`config.mk`:
```
export PLATFORM = sky130hd
export DESIGN_NAME = sram_like_slave
export DESIGN_NICKNAME = d
export VERILOG_FILES = /design/src/rtl/sram_like_slave.sv
export SDC_FILE = /design/constraint.sdc
export NUM_CORES = 1
export LEC_CHECK = 0
export ABC_AREA = 1
export BUFFER_PORTS_ARGS = -buffer_cell sky130_fd_sc_hd__buf_2
export CAP_MARGIN = 20
export CORE_AREA = 2 2 73 75
export CTS_CLUSTER_SIZE = 40
export DETAILED_ROUTE_END_ITERATION = 6
export DIE_AREA = 0 0 75 77
export GPL_ROUTABILITY_DRIVEN = 0
export MAX_ROUTING_LAYER = met4
export PLACE_DENSITY = 0.71
export SYNTH_ARGS = -nofsm -noshare
export SYNTH_HDL_FRONTEND = slang
export SYNTH_SLANG_ARGS = --single-unit
export TNS_END_PERCENT = 5
```
`constraint.sdc`:
```
create_clock -name clk -period 1.3 [get_ports clk]
set_input_delay 0.065 -clock clk [delete_from_list [all_inputs] [get_ports clk]]
set_output_delay 0.065 -clock clk [all_outputs]
set_load 0.005 [all_outputs]
```
`src/rtl/sram_like_slave.sv`:
```
// SRAM-like bus responder: accepts req/addr_ok handshakes, drives a
// single-port sync RAM and returns in-order data_ok after LATENCY cycles.
module sram_like_slave #(
  parameter int ADDR_W  = 14,
  parameter int LATENCY = 1,
  parameter int DEPTH   = 2
) (
  input  logic              clk,
  input  logic              resetn,
  input  logic              req,
  input  logic              wr,
  input  logic [1:0]        size,
  input  logic [31:0]       addr,
  input  logic [31:0]       wdata,
  input  logic              hold,
  output logic              addr_ok,
  output logic [31:0]       rdata,
  output logic              data_ok,
  output logic              ram_en,
  output logic [3:0]        ram_we,
  output logic [ADDR_W-1:0] ram_addr,
  output logic [31:0]       ram_wdata,
  input  logic [31:0]       ram_rdata
);

  localparam int CNT_W = $clog2(DEPTH + 1);
  localparam logic [CNT_W-1:0] DEPTH_C = CNT_W'(DEPTH);

  logic [CNT_W-1:0]   outstanding;
  logic [LATENCY-1:0] vld;
  logic [LATENCY-1:0] is_rd;
  logic               accept;
  logic [3:0]         wmask;
  logic [31:0]        last_data;
  logic               unused_hi;

  assign unused_hi = ^addr[31:ADDR_W+2];

  assign data_ok = vld[LATENCY-1];
  assign addr_ok = resetn && !hold
                && (outstanding < DEPTH_C || data_ok);
  assign accept  = req && addr_ok;

  always_comb begin
    wmask = 4'b0000;
    unique case (1'b1)
      (size == 2'd0): wmask = 4'b0001 << addr[1:0];
      (size == 2'd1): wmask = addr[1] ? 4'b1100 : 4'b0011;
      default:        wmask = 4'b1111;
    endcase
  end

  assign ram_en    = accept;
  assign ram_we    = (accept && wr) ? wmask : 4'b0000;
  assign ram_addr  = addr[ADDR_W+1:2];
  assign ram_wdata = wdata;

  always_ff @(posedge clk or negedge resetn) begin
    if (!resetn) begin
      vld   <= '0;
      is_rd <= '0;
    end else begin
      vld[0]   <= accept;
      is_rd[0] <= accept && !wr;
      for (int i = 1; i < LATENCY; i++) begin
        vld[i]   <= vld[i-1];
        is_rd[i] <= is_rd[i-1];
      end
    end
  end

  // RAM data appears while stage 0 is valid; later stages see it registered
  generate
    if (LATENCY == 1) begin : g_l1
      assign last_data = ram_rdata;
    end else begin : g_ln
      logic [31:0] dq [LATENCY-1];
      always_ff @(posedge clk or negedge resetn) begin
        if (!resetn) begin
          for (int i = 0; i < LATENCY - 1; i++) dq[i] <= '0;
        end else begin
          dq[0] <= ram_rdata;
          for (int i = 1; i < LATENCY - 1; i++) dq[i] <= dq[i-1];
        end
      end
      assign last_data = dq[LATENCY-2];
    end
  endgenerate

  assign rdata = (data_ok && is_rd[LATENCY-1]) ? last_data : 32'h0;

  always_ff @(posedge clk or negedge resetn) begin
    if (!resetn) begin
      outstanding <= '0;
    end else if (accept && !data_ok) begin
      outstanding <= outstanding + CNT_W'(1);
    end else if (!accept && data_ok) begin
      outstanding <= outstanding - CNT_W'(1);
    end
  end

  a_no_overflow: assert property (@(posedge clk) disable iff (!resetn)
    !(accept && !data_ok && outstanding == DEPTH_C));

  a_no_underflow: assert property (@(posedge clk) disable iff (!resetn)
    !(data_ok && !accept && outstanding == '0));

endmodule

```
* Word level (Yosys, flattened, before mapping)
Cells that the tools add are included.
** Storage, ports and cells
- Memories :: 0
- Bits in latches :: 0
- Bits in read-only memories :: 0
- Flip-flop bits (word level) :: 4
- Bits in writable memories :: 0
** Operators by class
- Shifts and indexed selects :: 1
- Bitwise operators :: 0
- Add/sub/neg operators :: 2
- Div/mod/pow operators :: 0
- Magnitude comparators :: 1
- Mux-type cells :: 6
- Equal/unequal tests :: 1
- Multipliers :: 0
- Reductions and logical operators :: 15
** Operator list (count)
- 32-bit two-way mux :: 1
- 1-bit logical AND :: 8
- 4-bit two-way mux :: 2
- 4-bit one-hot mux with 2 select lines :: 1
- 1-bit zero test :: 4
- 2-bit two-way mux :: 2
- 1-bit by 2-bit left shift with 4-bit output, first input constant :: 1
- 2-bit by 1-bit adder with 2-bit output, second input constant :: 1
- 2-bit by 1-bit == test with 1-bit output, second input constant :: 1
- 2-bit zero test :: 1
- 2-bit < comparator, second input constant :: 1
- 2-bit nonzero test :: 1
- 2-bit by 1-bit subtractor with 2-bit output, second input constant :: 1
- 1-bit logical OR :: 1

* Longest topological paths before layout
- Depth in word-level cells :: 8
- Depth in mapped cells :: 10

* Least setup slack after synthesis
OpenSTA, ideal clock, no wires.
- Path kind :: register to register
- Start point :: reg vld, in the netlist data_ok
- End point :: reg outstanding[1]
- Clock period less this slack :: 1.399 ns
- Buffers on the path :: 0
- Data required time :: 1.183 ns
- Library setup time :: 0.117 ns
- Data arrival time :: 1.282 ns
- Cell stages (with the launch flop) :: 10
- Path slack :: -0.099 ns
- Path through :: dfrtp_1 inv_2 nand2_2 nand2_1 nor2_1 ha_1 inv_1 nand3_1 nand2_1 nand2_1
** Between the ends
- Cells in the longest elaborated chain, start to end :: 6
** RTL lines
- start, declared :: RTL line 30 : logic [LATENCY-1:0] vld;
- start signal, assigned by index :: RTL line 66 : vld[i] <= vld[i-1];
- 1-bit logical OR (*) :: RTL line 41 : && (outstanding < DEPTH_C || data_ok);
- 1-bit logical AND (*) :: RTL line 41
- 1-bit logical AND (*) :: RTL line 42 : assign accept = req && addr_ok;
- net ram_en :: RTL line 19 : output logic ram_en,
- 1-bit zero test :: RTL line 97 : end else if (!accept && data_ok) begin
- 1-bit logical AND :: RTL line 97
- 2-bit nonzero test (no source line)
- end signal, assigned :: RTL line 96 : outstanding <= outstanding + CNT_W'(1);
- end signal, assigned :: RTL line 98 : outstanding <= outstanding - CNT_W'(1);
- end, declared :: RTL line 29 : logic [CNT_W-1:0] outstanding;
Mark *: on every way through the listed nets, which the timed path passes. The rest lies on a longest branch.
A chain may end at the register's enable or synchronous reset.

* Worst setup path after layout
- Start point :: reg outstanding[1]
- End point :: reg outstanding[1]
** Between the ends
- Cells in the longest elaborated chain, start to end :: 7
** RTL lines (RTL line)
- 2-bit < comparator :: 41
- 1-bit logical OR :: 41
- 1-bit logical AND :: 41
- 1-bit logical AND :: 42
- 1-bit zero test :: 97
- 1-bit logical AND :: 97
- 2-bit nonzero test (no source line)
Parallel ways exist; a longest one is shown, timed or not. The select of a mux whose other input is x is not followed.

==> reports/qor.yml <==
boundaryPins: 188
instances_no_fill: 264
final_common_cell: "buf_2"
drc: 0
synthCells: 153
diodes: 0
num_vias: 912
final_cell_mix: "79 x buf_2, 41 x inv_1, 25 x nor2_1"
ys_types: 17
start_util: 0.190
path_class: "reg -> reg"
cts.sinks: 4
grt_antenna_before_repair: 0
setup-violations-final: 0
cts-root-buf: "clkbuf_8"
clk_path_buf_depth: 2
rsz0062_at_grt: "yes"
grt_remaining_overflow: 0
seq_power_share: 0.246
htreeDepth: 1
cp.arrival_ps: 1350
swShare: 0.328
comb_power_share: 0.425
rows: 26
placed_cells: 258
max_stage_delay_ps: 400
slowest_stage: "dfrtp_1"
viasPerCell: 3.45
crit_chain: "nand2_4 -> nand2_4 -> nor2_4 -> ha_4 -> inv_4 -> nand3_2 -> nand2_1 -> nand2_1"
power_per_cell_area_nw_per_um2: 660
power.internal_mw: 0.537
cpLargestDelayFamily: "simple AND/OR/NAND/NOR gates"
grt_pass1_wl_um: 3210
core_area_um2: 4980
syn_avg_cell_area_um2: 6.17
max_freq_ghz: 0.803
grt_usage: 0.0700
drive_above_1_share: 0.572
hold_viol: 0
cts_buffers: 3
cts.clk_slew.worst_paths_ps: 30
dp_hpwl_um: 1820
hold_class: "in -> reg"
grt_start_max_net_pins: 25
max_cap_viol_count: 0
mappedNetlistArea_um2: 943
drtAntennaViolNets: 0
syn_nets: 257
tritoncts: "yes"
layout.nets: 300
total_power_mw: 0.799
yosysSeqAreaShare: 0.106
die_h_um: 77
yosysWarnings: 0
critPathBufInv: 1
die_area_um2: 5780
cp_max_fo: 3
grt_pass1_vias: 806
skew_ps: 0.462
p_sw_mw: 0.262
ys_ff_latch: 4
cp.required_ps: 1400
power.leakage_nw: 0.854
drt-total-wl_um: 2190
status: "complete, no violations"
clkLatencyLatePin_ps: 220
port-buffer-count: 79
post-route-period-util: 0.958
first_iter_violations: 11
first_pass_iters: 4
end_kind: "flip-flop"
tightest_slew_ps: 172
routedWlPerCell_um: 8.31
worst_setup_path_start_kind: "flip-flop"
clkPwrFrac: 0.329
die_width_um: 75
slew_headroom: 0.885
final.min_clock_period_ps: 1250
drv_slew: 0
syn2layout_area_growth_pct: 28.2
irDropWorstVdd_mv: 0.633
routing by layer:
| layer | vias up | global-route usage | wire length [um] |
|---|---|---|---|
| li1 | 462 | - | - |
| met4 | 0 | 0.0268 | 17 |
| met2 | 89 | 0.117 | 1020 |
| met1 | 359 | 0.0607 | 780 |
| met3 | 2 | 0.0473 | 377 |
| met5 | - | - | 0 |
final cells by class:
type / instances / area [um2]
Sequential cell: 4 / 100
Fill cell: 565 / 3770
Multi-Input combinational cell: 57 / 343
Clock buffer: 3 / 41.3
Timing Repair Buffer: 87 / 474
Tap cell: 70 / 87.6
Inverter: 43 / 164
sequential cells by signal (all words and copies together), names as in the netlist:
| register | cells |
|---|---|
| is_rd | 1 |
| outstanding | 2 |
| data_ok | 1 |
cell families (layout without fill, tap and decap cells):
logic type	after synthesis	count (layout)	share of synthesized area
buf+inv	92	133	0.573
simple gates	51	51	0.277
compound gates	4	4	0.0212
flops	4	4	0.106
fa+ha+maj	1	1	0.0133
xor+xnor	1	1	0.00929
power by group through the flow:
stage / Clock (mW) / Combinational [mW] / Sequential [mW]
final: 0.263 / 0.339 / 0.196
after global routing: 0.273 / 0.384 / 0.205
after CTS: 0.272 / 0.299 / 0.192
after detailed placement: 0 / 0.295 / 0.193
after global placement: 0 / 0.286 / 0.193
after floorplan: 0 / 0.280 / 0.189
Yosys cell counts:
| cell | count | area, um2 |
|---|---|---|
| buf_4 | 46 | 345 |
| inv_1 | 42 | 158 |
| nor2_1 | 27 | 101 |
| nor2_2 | 9 | 56.3 |
| nand2_1 | 7 | 26.3 |
| a21oi_1 | 4 | 20.0 |
| dfrtp_1 | 4 | 100 |
| buf_6 | 3 | 33.8 |
| nand2_2 | 2 | 12.5 |
| nor2_4 | 2 | 22.5 |
| ha_1 | 1 | 12.5 |
| inv_2 | 1 | 3.75 |
| nand3_1 | 1 | 5.00 |
| nand4_1 | 1 | 6.26 |
| nand4_4 | 1 | 21.3 |
| nor3_2 | 1 | 10.0 |
| xnor2_1 | 1 | 8.76 |
per-stage QoR:
step	area, um2	utilization	hold slack, ps	TNS, ps	setup slack, ps
2_1_floorplan	971	-	-231	0	14.2
3_3_place_gp	1120	0.226	-16.6	0	71.7
3_5_place_dp	1120	0.226	-23.5	0	54.5
4_1_cts	1180	0.236	54.4	0	39.4
5_1_grt	1210	0.243	66.4	-19.6	-19.6
6_report	1210	0.243	57.4	0	54.0
timing repair:
action,4_1_cts,5_1_grt
gates resized for setup,0,6
setup buffers,0,2
hold buffers,1,0
hold endpoints to repair,4,0
setup endpoints to repair,0,9
final timing paths:
check | from | to | slack [ps] | cells after the start
worst max-delay path | outstanding[1]$_DFFE_PN0P_ | outstanding[1]$_DFFE_PN0P_ | 50 | 8
worst min-delay path | wr | is_rd$_DFF_PN0_ | 60 | 2
worst max register to register | outstanding[1]$_DFFE_PN0P_ | outstanding[1]$_DFFE_PN0P_ | 50 | 8
worst min register to register | outstanding[0]$_DFFE_PN0P_ | outstanding[0]$_DFFE_PN0P_ | 500 | 1
max in group asynchronous | resetn | is_rd$_DFF_PN0_ | 910 | 3
min in group asynchronous | resetn | outstanding[1]$_DFFE_PN0P_ | 290 | 3
Note: power is estimated with default switching activity, not from simulation.
